**config.mk**
```make
export PLATFORM = sky130hd
export DESIGN_NAME = ysyx_041461_div_iter_flat
export DESIGN_NICKNAME = d
export VERILOG_FILES = /design/src/rtl/ysyx_041461_div_iter_if.sv /design/src/rtl/ysyx_041461_div_iter.sv /design/src/flat_wrapper.sv
export SDC_FILE = /design/constraint.sdc
export NUM_CORES = 1
export LEC_CHECK = 0
export ABC_AREA = 1
export BUFFER_PORTS_ARGS = -buffer_cell sky130_fd_sc_hd__buf_4
export CELL_PAD_IN_SITES_DETAIL_PLACEMENT = 1
export CELL_PAD_IN_SITES_GLOBAL_PLACEMENT = 2
export CORE_UTILIZATION = 25
export DETAILED_ROUTE_END_ITERATION = 16
export PLACE_DENSITY = 0.65
export SLEW_MARGIN = 20
export SYNTH_ARGS = -nofsm -noshare
export SYNTH_HDL_FRONTEND = slang
export SYNTH_SLANG_ARGS = --single-unit
```
**constraint.sdc**
```tcl
create_clock -name clk -period 12.6 [get_ports clk]
set_input_delay 0.63 -clock clk [delete_from_list [all_inputs] [get_ports clk]]
set_output_delay 0.63 -clock clk [all_outputs]
set_load 0.05 [all_outputs]
```
**src/rtl/ysyx_041461_div_iter_if.sv**
```systemverilog
// Divider handshake between the EXE stage (master) and the iterative divider (slave).
// Handshake: master pulses DIV_valid_in for one cycle with operands and mode; the
// slave accepts it only while idle (no ready, a pulse while busy is dropped) and
// answers with a single-cycle DIV_valid_out, quotient/remainder held afterwards.
interface ysyx_041461_div_iter_if;
  logic        DIV_valid_in;
  logic        DIV_signed;
  logic        DIV_divw;
  logic [63:0] DIV_dividend;
  logic [63:0] DIV_divisor;
  logic        DIV_valid_out;
  logic [63:0] DIV_quotient;
  logic [63:0] DIV_remainder;
  logic [1:0]  dbg_state;

  modport master (
    output DIV_valid_in, DIV_signed, DIV_divw, DIV_dividend, DIV_divisor,
    input  DIV_valid_out, DIV_quotient, DIV_remainder, dbg_state
  );

  modport slave (
    input  DIV_valid_in, DIV_signed, DIV_divw, DIV_dividend, DIV_divisor,
    output DIV_valid_out, DIV_quotient, DIV_remainder, dbg_state
  );
endinterface

```
**src/rtl/ysyx_041461_div_iter.sv**
```systemverilog
// Iterative radix-2 restoring divider for RV64 DIV/DIVU/REM/REMU and W variants.
// One quotient bit per cycle; divide-by-zero and signed overflow bypass the loop.
module ysyx_041461_div_iter (
  input  logic                        clk,
  input  logic                        rst,
  ysyx_041461_div_iter_if.slave       div
);

  typedef enum logic [1:0] {
    IDLE = 2'd0,
    CALC = 2'd1,
    DONE = 2'd2
  } state_t;

  state_t      state;
  state_t      state_nxt;

  logic [5:0]  cnt;
  logic [63:0] rem;
  logic [63:0] quo;
  logic [63:0] dsr_mag;
  logic        neg_q;
  logic        neg_r;
  logic        divw_r;
  logic [63:0] q_r;
  logic [63:0] r_r;

  // operand normalisation, evaluated on the incoming operands
  logic [63:0] dvd_ext;
  logic [63:0] dsr_ext;
  logic        dvd_neg;
  logic        dsr_neg;
  logic [63:0] dvd_mag_in;
  logic [63:0] dsr_mag_in;
  logic [63:0] dbz_rem;
  logic        is_dbz;
  logic        is_ovf;
  logic        start;

  always_comb begin
    dvd_ext    = div.DIV_dividend;
    dsr_ext    = div.DIV_divisor;
    if (div.DIV_divw) begin
      dvd_ext = {{32{div.DIV_signed & div.DIV_dividend[31]}}, div.DIV_dividend[31:0]};
      dsr_ext = {{32{div.DIV_signed & div.DIV_divisor[31]}}, div.DIV_divisor[31:0]};
    end
    dvd_neg    = div.DIV_signed & dvd_ext[63];
    dsr_neg    = div.DIV_signed & dsr_ext[63];
    dvd_mag_in = dvd_neg ? (64'd0 - dvd_ext) : dvd_ext;
    dsr_mag_in = dsr_neg ? (64'd0 - dsr_ext) : dsr_ext;
    // RV64 sign-extends every W result, the unsigned ones included
    dbz_rem    = div.DIV_divw ? {{32{div.DIV_dividend[31]}}, div.DIV_dividend[31:0]}
                              : div.DIV_dividend;
    is_dbz     = (dsr_ext == 64'd0);
    is_ovf     = div.DIV_signed && (dsr_ext == {64{1'b1}}) &&
                 (dvd_ext == (div.DIV_divw ? 64'hFFFF_FFFF_8000_0000
                                           : 64'h8000_0000_0000_0000));
    start      = (state == IDLE) && div.DIV_valid_in;
  end

  // one restoring step; the remainder always fits 64 bits after restore
  logic [64:0] shifted;
  logic [64:0] trial;
  logic [63:0] rem_nxt;
  logic [63:0] quo_nxt;
  logic [63:0] q_fix;
  logic [63:0] r_fix;
  logic [63:0] q_out;
  logic [63:0] r_out;

  always_comb begin
    shifted = {rem, quo[63]};
    trial   = shifted - {1'b0, dsr_mag};
    rem_nxt = trial[64] ? shifted[63:0] : trial[63:0];
    quo_nxt = {quo[62:0], ~trial[64]};
    q_fix   = neg_q ? (64'd0 - quo_nxt) : quo_nxt;
    r_fix   = neg_r ? (64'd0 - rem_nxt) : rem_nxt;
    q_out   = divw_r ? {{32{q_fix[31]}}, q_fix[31:0]} : q_fix;
    r_out   = divw_r ? {{32{r_fix[31]}}, r_fix[31:0]} : r_fix;
  end

  always_ff @(posedge clk or posedge rst) begin
    if (rst) state <= IDLE;
    else     state <= state_nxt;
  end

  always_comb begin
    state_nxt = state;
    case (state)
      IDLE: if (div.DIV_valid_in) state_nxt = (is_dbz || is_ovf) ? DONE : CALC;
      CALC: if (cnt == 6'd0)      state_nxt = DONE;
      DONE:                       state_nxt = IDLE;
      default:                    state_nxt = IDLE;
    endcase
  end

  always_ff @(posedge clk or posedge rst) begin
    if (rst) begin
      cnt     <= 6'd0;
      rem     <= 64'd0;
      quo     <= 64'd0;
      dsr_mag <= 64'd0;
      neg_q   <= 1'b0;
      neg_r   <= 1'b0;
      divw_r  <= 1'b0;
      q_r     <= 64'd0;
      r_r     <= 64'd0;
    end else begin
      if (start) begin
        if (is_dbz) begin
          q_r <= {64{1'b1}};
          r_r <= dbz_rem;
        end else if (is_ovf) begin
          q_r <= dvd_ext;
          r_r <= 64'd0;
        end else begin
          rem     <= 64'd0;
          // W operands sit in the top half so 32 shifts leave the quotient in [31:0]
          quo     <= div.DIV_divw ? {dvd_mag_in[31:0], 32'd0} : dvd_mag_in;
          dsr_mag <= dsr_mag_in;
          neg_q   <= dvd_neg ^ dsr_neg;
          neg_r   <= dvd_neg;
          divw_r  <= div.DIV_divw;
          cnt     <= div.DIV_divw ? 6'd31 : 6'd63;
        end
      end else if (state == CALC) begin
        rem <= rem_nxt;
        quo <= quo_nxt;
        if (cnt == 6'd0) begin
          q_r <= q_out;
          r_r <= r_out;
        end else begin
          cnt <= cnt - 6'd1;
        end
      end
    end
  end

  assign div.DIV_valid_out = (state == DONE);
  assign div.DIV_quotient  = q_r;
  assign div.DIV_remainder = r_r;
  assign div.dbg_state     = state;

endmodule

```
**src/flat_wrapper.sv**
```systemverilog
// flat-port wrapper written by rule: the top's interface ports become plain ports
module ysyx_041461_div_iter_flat 
  (clk, rst, div_DIV_valid_in, div_DIV_signed, div_DIV_divw, div_DIV_dividend, div_DIV_divisor, div_DIV_valid_out, div_DIV_quotient, div_DIV_remainder, div_dbg_state);
  ysyx_041461_div_iter_if div_i ();
  input  logic clk;
  input  logic rst;
  input wire logic [$bits(div_i.DIV_valid_in)-1:0] div_DIV_valid_in;
  input wire logic [$bits(div_i.DIV_signed)-1:0] div_DIV_signed;
  input wire logic [$bits(div_i.DIV_divw)-1:0] div_DIV_divw;
  input wire logic [$bits(div_i.DIV_dividend)-1:0] div_DIV_dividend;
  input wire logic [$bits(div_i.DIV_divisor)-1:0] div_DIV_divisor;
  output wire logic [$bits(div_i.DIV_valid_out)-1:0] div_DIV_valid_out;
  output wire logic [$bits(div_i.DIV_quotient)-1:0] div_DIV_quotient;
  output wire logic [$bits(div_i.DIV_remainder)-1:0] div_DIV_remainder;
  output wire logic [$bits(div_i.dbg_state)-1:0] div_dbg_state;
  assign div_i.DIV_valid_in = div_DIV_valid_in;
  assign div_i.DIV_signed = div_DIV_signed;
  assign div_i.DIV_divw = div_DIV_divw;
  assign div_i.DIV_dividend = div_DIV_dividend;
  assign div_i.DIV_divisor = div_DIV_divisor;
  assign div_DIV_valid_out = div_i.DIV_valid_out;
  assign div_DIV_quotient = div_i.DIV_quotient;
  assign div_DIV_remainder = div_i.DIV_remainder;
  assign div_dbg_state = div_i.dbg_state;
  ysyx_041461_div_iter u_core (.clk(clk), .rst(rst), .div(div_i));
endmodule
```
==> run metrics <==
outcome finished clean; cts bufs inserted 47; mapped cell area 30,500 um2; Residual DRC 0; Post-CTS Setup Bufs 0; GPL Wtd Cong 0.942; CP Buf/Inv Count 4; vias per std cell 4.98; worst r2r src u_core.dsr_mag[59]$_DFFE_PP0P_; Synth cell types 55; Largest stage delay, worst path 0.49 ns; Max-Cap Viols 0; Core ar. 120,000 um2; pin count of the biggest net entering global routing 108; GR Overflow Total 0; Avg Cell Area, Syn 5.95 um2; Worst Path Arrival 6.88 ns; Fill cells 15,800; Total GRT Usage 26.6%; Hold Crit Class in -> async; Max Fclk 158 MHz; Setup crit start u_core.dsr_mag[59]$_DFFE_PP0P_; Crit path top cell by count nand2_1; share of layout cells above drive strength 1 9.08%; Skew-Pair Late Insertion Delay 0.65 ns; sequential element share of the synthesized area 27.2%; slowest cell on the critical path nand2_4; placed cells 6,847; Worst Setup End Kind flop; CP max FO 29; Slew Viols, Final 0; Root Driver clkbuf_16; number of global-route vias before repair 34,500; CTS HTree Levels 2; Die Span Y 351 um; via count 34,500; Reg2Reg Setup Slack 6.26 ns; multi-input logic area 18,700 um2; synthesized flop and latch total 331; Storage cell area 8290 um2; DR iter-0 viols 2,826; Die W 351 um; commonest non-fill, non-tap cell in the layout nand2_1; Worst EP required 13.14 ns; first-pass GRT wire length 241 mm; Syn Inst Count 5,117; FP Rows 127; count of boundary I/O pins 264; CTS tree done; CTS Sinks 331; fin util 29.4%; RSZ-0062 raised after global routing false; port bufs 263; Syn Nets 5,322; post_cts resized 0; Post-synth EDFFs 0; post-layout minimum cycle time 6.34 ns; Layout Cells excl Fill 6,936; Critical Path Stages 28; Worst Setup EP u_core.div.DIV_quotient[58]$_DFFE_PP0P_; critical path's top delay family simple AND/OR/NAND/NOR gates; most frequent cells in the layout nand2_1 (1,532), nor2_1 (728), inv_1 (694), dfrtp_1 (329), nand3_1 (318); initial antenna violation count 15; drt total wl 166 mm; Setup CP Type reg -> reg; final setup fails 0; Initial Utilization 25.3%; wire per inst 24.0 um; Clock Tree Buf Depth 3; # hold bufs at CTS 0; Worst-Margin Slew 1.18 ns; ys async rst share 100%; synth warn 0; CP Launch Type flop; Synth Flop Type dfrtp_1; drt pass-1 iters 5; reg-to-reg endpoint u_core.div.DIV_quotient[58]$_DFFE_PP0P_; Setup TNS Final 0 ns; crit share post-route 50.3%; area grow syn2layout 16.3%; endpoints failing hold 0; Slew HR 20.6%; Die ar. 123,000 um2; Final #Nets 5,490; R2R depth 28; Worst-path clk slew 0.06 ns; HPWL Detailed 137 mm; Antenna Nets Post-Route 0; clock skew 0.0346 ns
[sequential cells by signal, summed over array words and instances (netlist names)]
name	count
u_core.div.DIV_quotient	64
u_core.div.DIV_remainder	64
u_core.dsr_mag	64
u_core.quo	64
u_core.rem	64
u_core.cnt	6
u_core.div.dbg_state	2
u_core.divw_r	1
u_core.neg_q	1
u_core.neg_r	1
[metrics by stage]
step / instance area [um2] / setup WS, ns / hold slack [ns]
5_1_grt: 35400 / 5.89 / 0.0904
3_5_place_dp: 33900 / 6.18 / 0.470
4_1_cts: 35400 / 6.41 / 0.0706
3_3_place_gp: 33900 / 6.16 / 0.463
6_report: 35400 / 6.26 / 0.0267
2_1_floorplan: 30500 / 2.80 / 0.453
[worst min path at each step]
stage / from / slack, ns / end / cells past startpoint
after floorplan: u_core.dsr_mag[10]$_DFFE_PP0P_ / 0.45 / u_core.dsr_mag[10]$_DFFE_PP0P_ / 2
after global placement: u_core.div.DIV_quotient[47]$_DFFE_PP0P_ / 0.46 / u_core.div.DIV_quotient[47]$_DFFE_PP0P_ / 1
after detailed placement: u_core.div.DIV_quotient[30]$_DFFE_PP0P_ / 0.47 / u_core.div.DIV_quotient[30]$_DFFE_PP0P_ / 2
after CTS: rst / 0.07 / u_core.div.DIV_quotient[9]$_DFFE_PP0P_ / 2
after global routing: rst / 0.09 / u_core.div.DIV_quotient[9]$_DFFE_PP0P_ / 2
final: rst / 0.03 / u_core.div.DIV_quotient[9]$_DFFE_PP0P_ / 2
[worst register-to-register path: cells and delay by family (launching register included)]
| kind | cells | cell delay (ns) |
|---|---|---|
| AND/OR/NAND/NOR | 15 | 3.47 |
| AO/OA/AOI/OAI | 6 | 1.25 |
| adder cells (fa/ha/maj) | 2 | 0.63 |
| buffers and inverters | 4 | 0.38 |
| flip-flops | 1 | 0.35 |
| XOR/XNOR | 1 | 0.15 |
[cell families (layout without fill, tap and decap cells)]
logic type | Yosys count | after routing | share of synthesized area, %
other | 0 | 4 | 0
buffers and inverters | 897 | 1100 | 11.6
DFF | 331 | 331 | 27.2
adders and majority gates | 72 | 72 | 2.98
and+or+nand+nor | 2881 | 2881 | 39.2
xor gates and xnor gates | 151 | 151 | 4.34
AOI/OAI and AO/OA | 785 | 785 | 14.7
[cell usage after synthesis (all sizes together), types with 16 or more instances]
cell type | number | share of area, %
clkbuf | 111 | 1.4
a31oi | 25 | 0.51
xnor2 | 44 | 1.3
buf | 71 | 1.4
xor2 | 107 | 3.1
nand3b | 27 | 0.67
o21ai | 326 | 5.5
o221ai | 32 | 0.92
nor3 | 85 | 1.4
nand2 | 1565 | 20
nor2 | 751 | 9.4
o211ai | 17 | 0.42
inv | 707 | 8.7
ha | 71 | 2.9
o22ai | 59 | 1.2
nand3 | 323 | 5.4
nor4 | 32 | 0.66
nand4 | 77 | 1.6
dfrtp | 331 | 27
a21o | 18 | 0.44
or2 | 16 | 0.33
a21oi | 256 | 4.3
[layer usage]
layer	share of wire, %	routed length, um	global-route usage [%]
met5	0	0	0
met4	2.0	3410	5.55
met3	5.2	8640	3.26
met2	43	72000	41.1
met1	50	82400	39.2
[cell type report]
type | count | share of cell area, %
clock buffers | 72 | 3.87
well taps | 1612 | 5.69
diodes | 4 | 0.0283
multi-input cells | 3889 | 52.8
flip-flops and latches | 331 | 23.4
inverters | 715 | 7.62
clock inverters | 12 | 0.212
repair buffers | 301 | 6.44
Power is left out: the tool's default activity adds up to more than one toggle a clock period on the data nets, which glitch-free logic cannot reach.
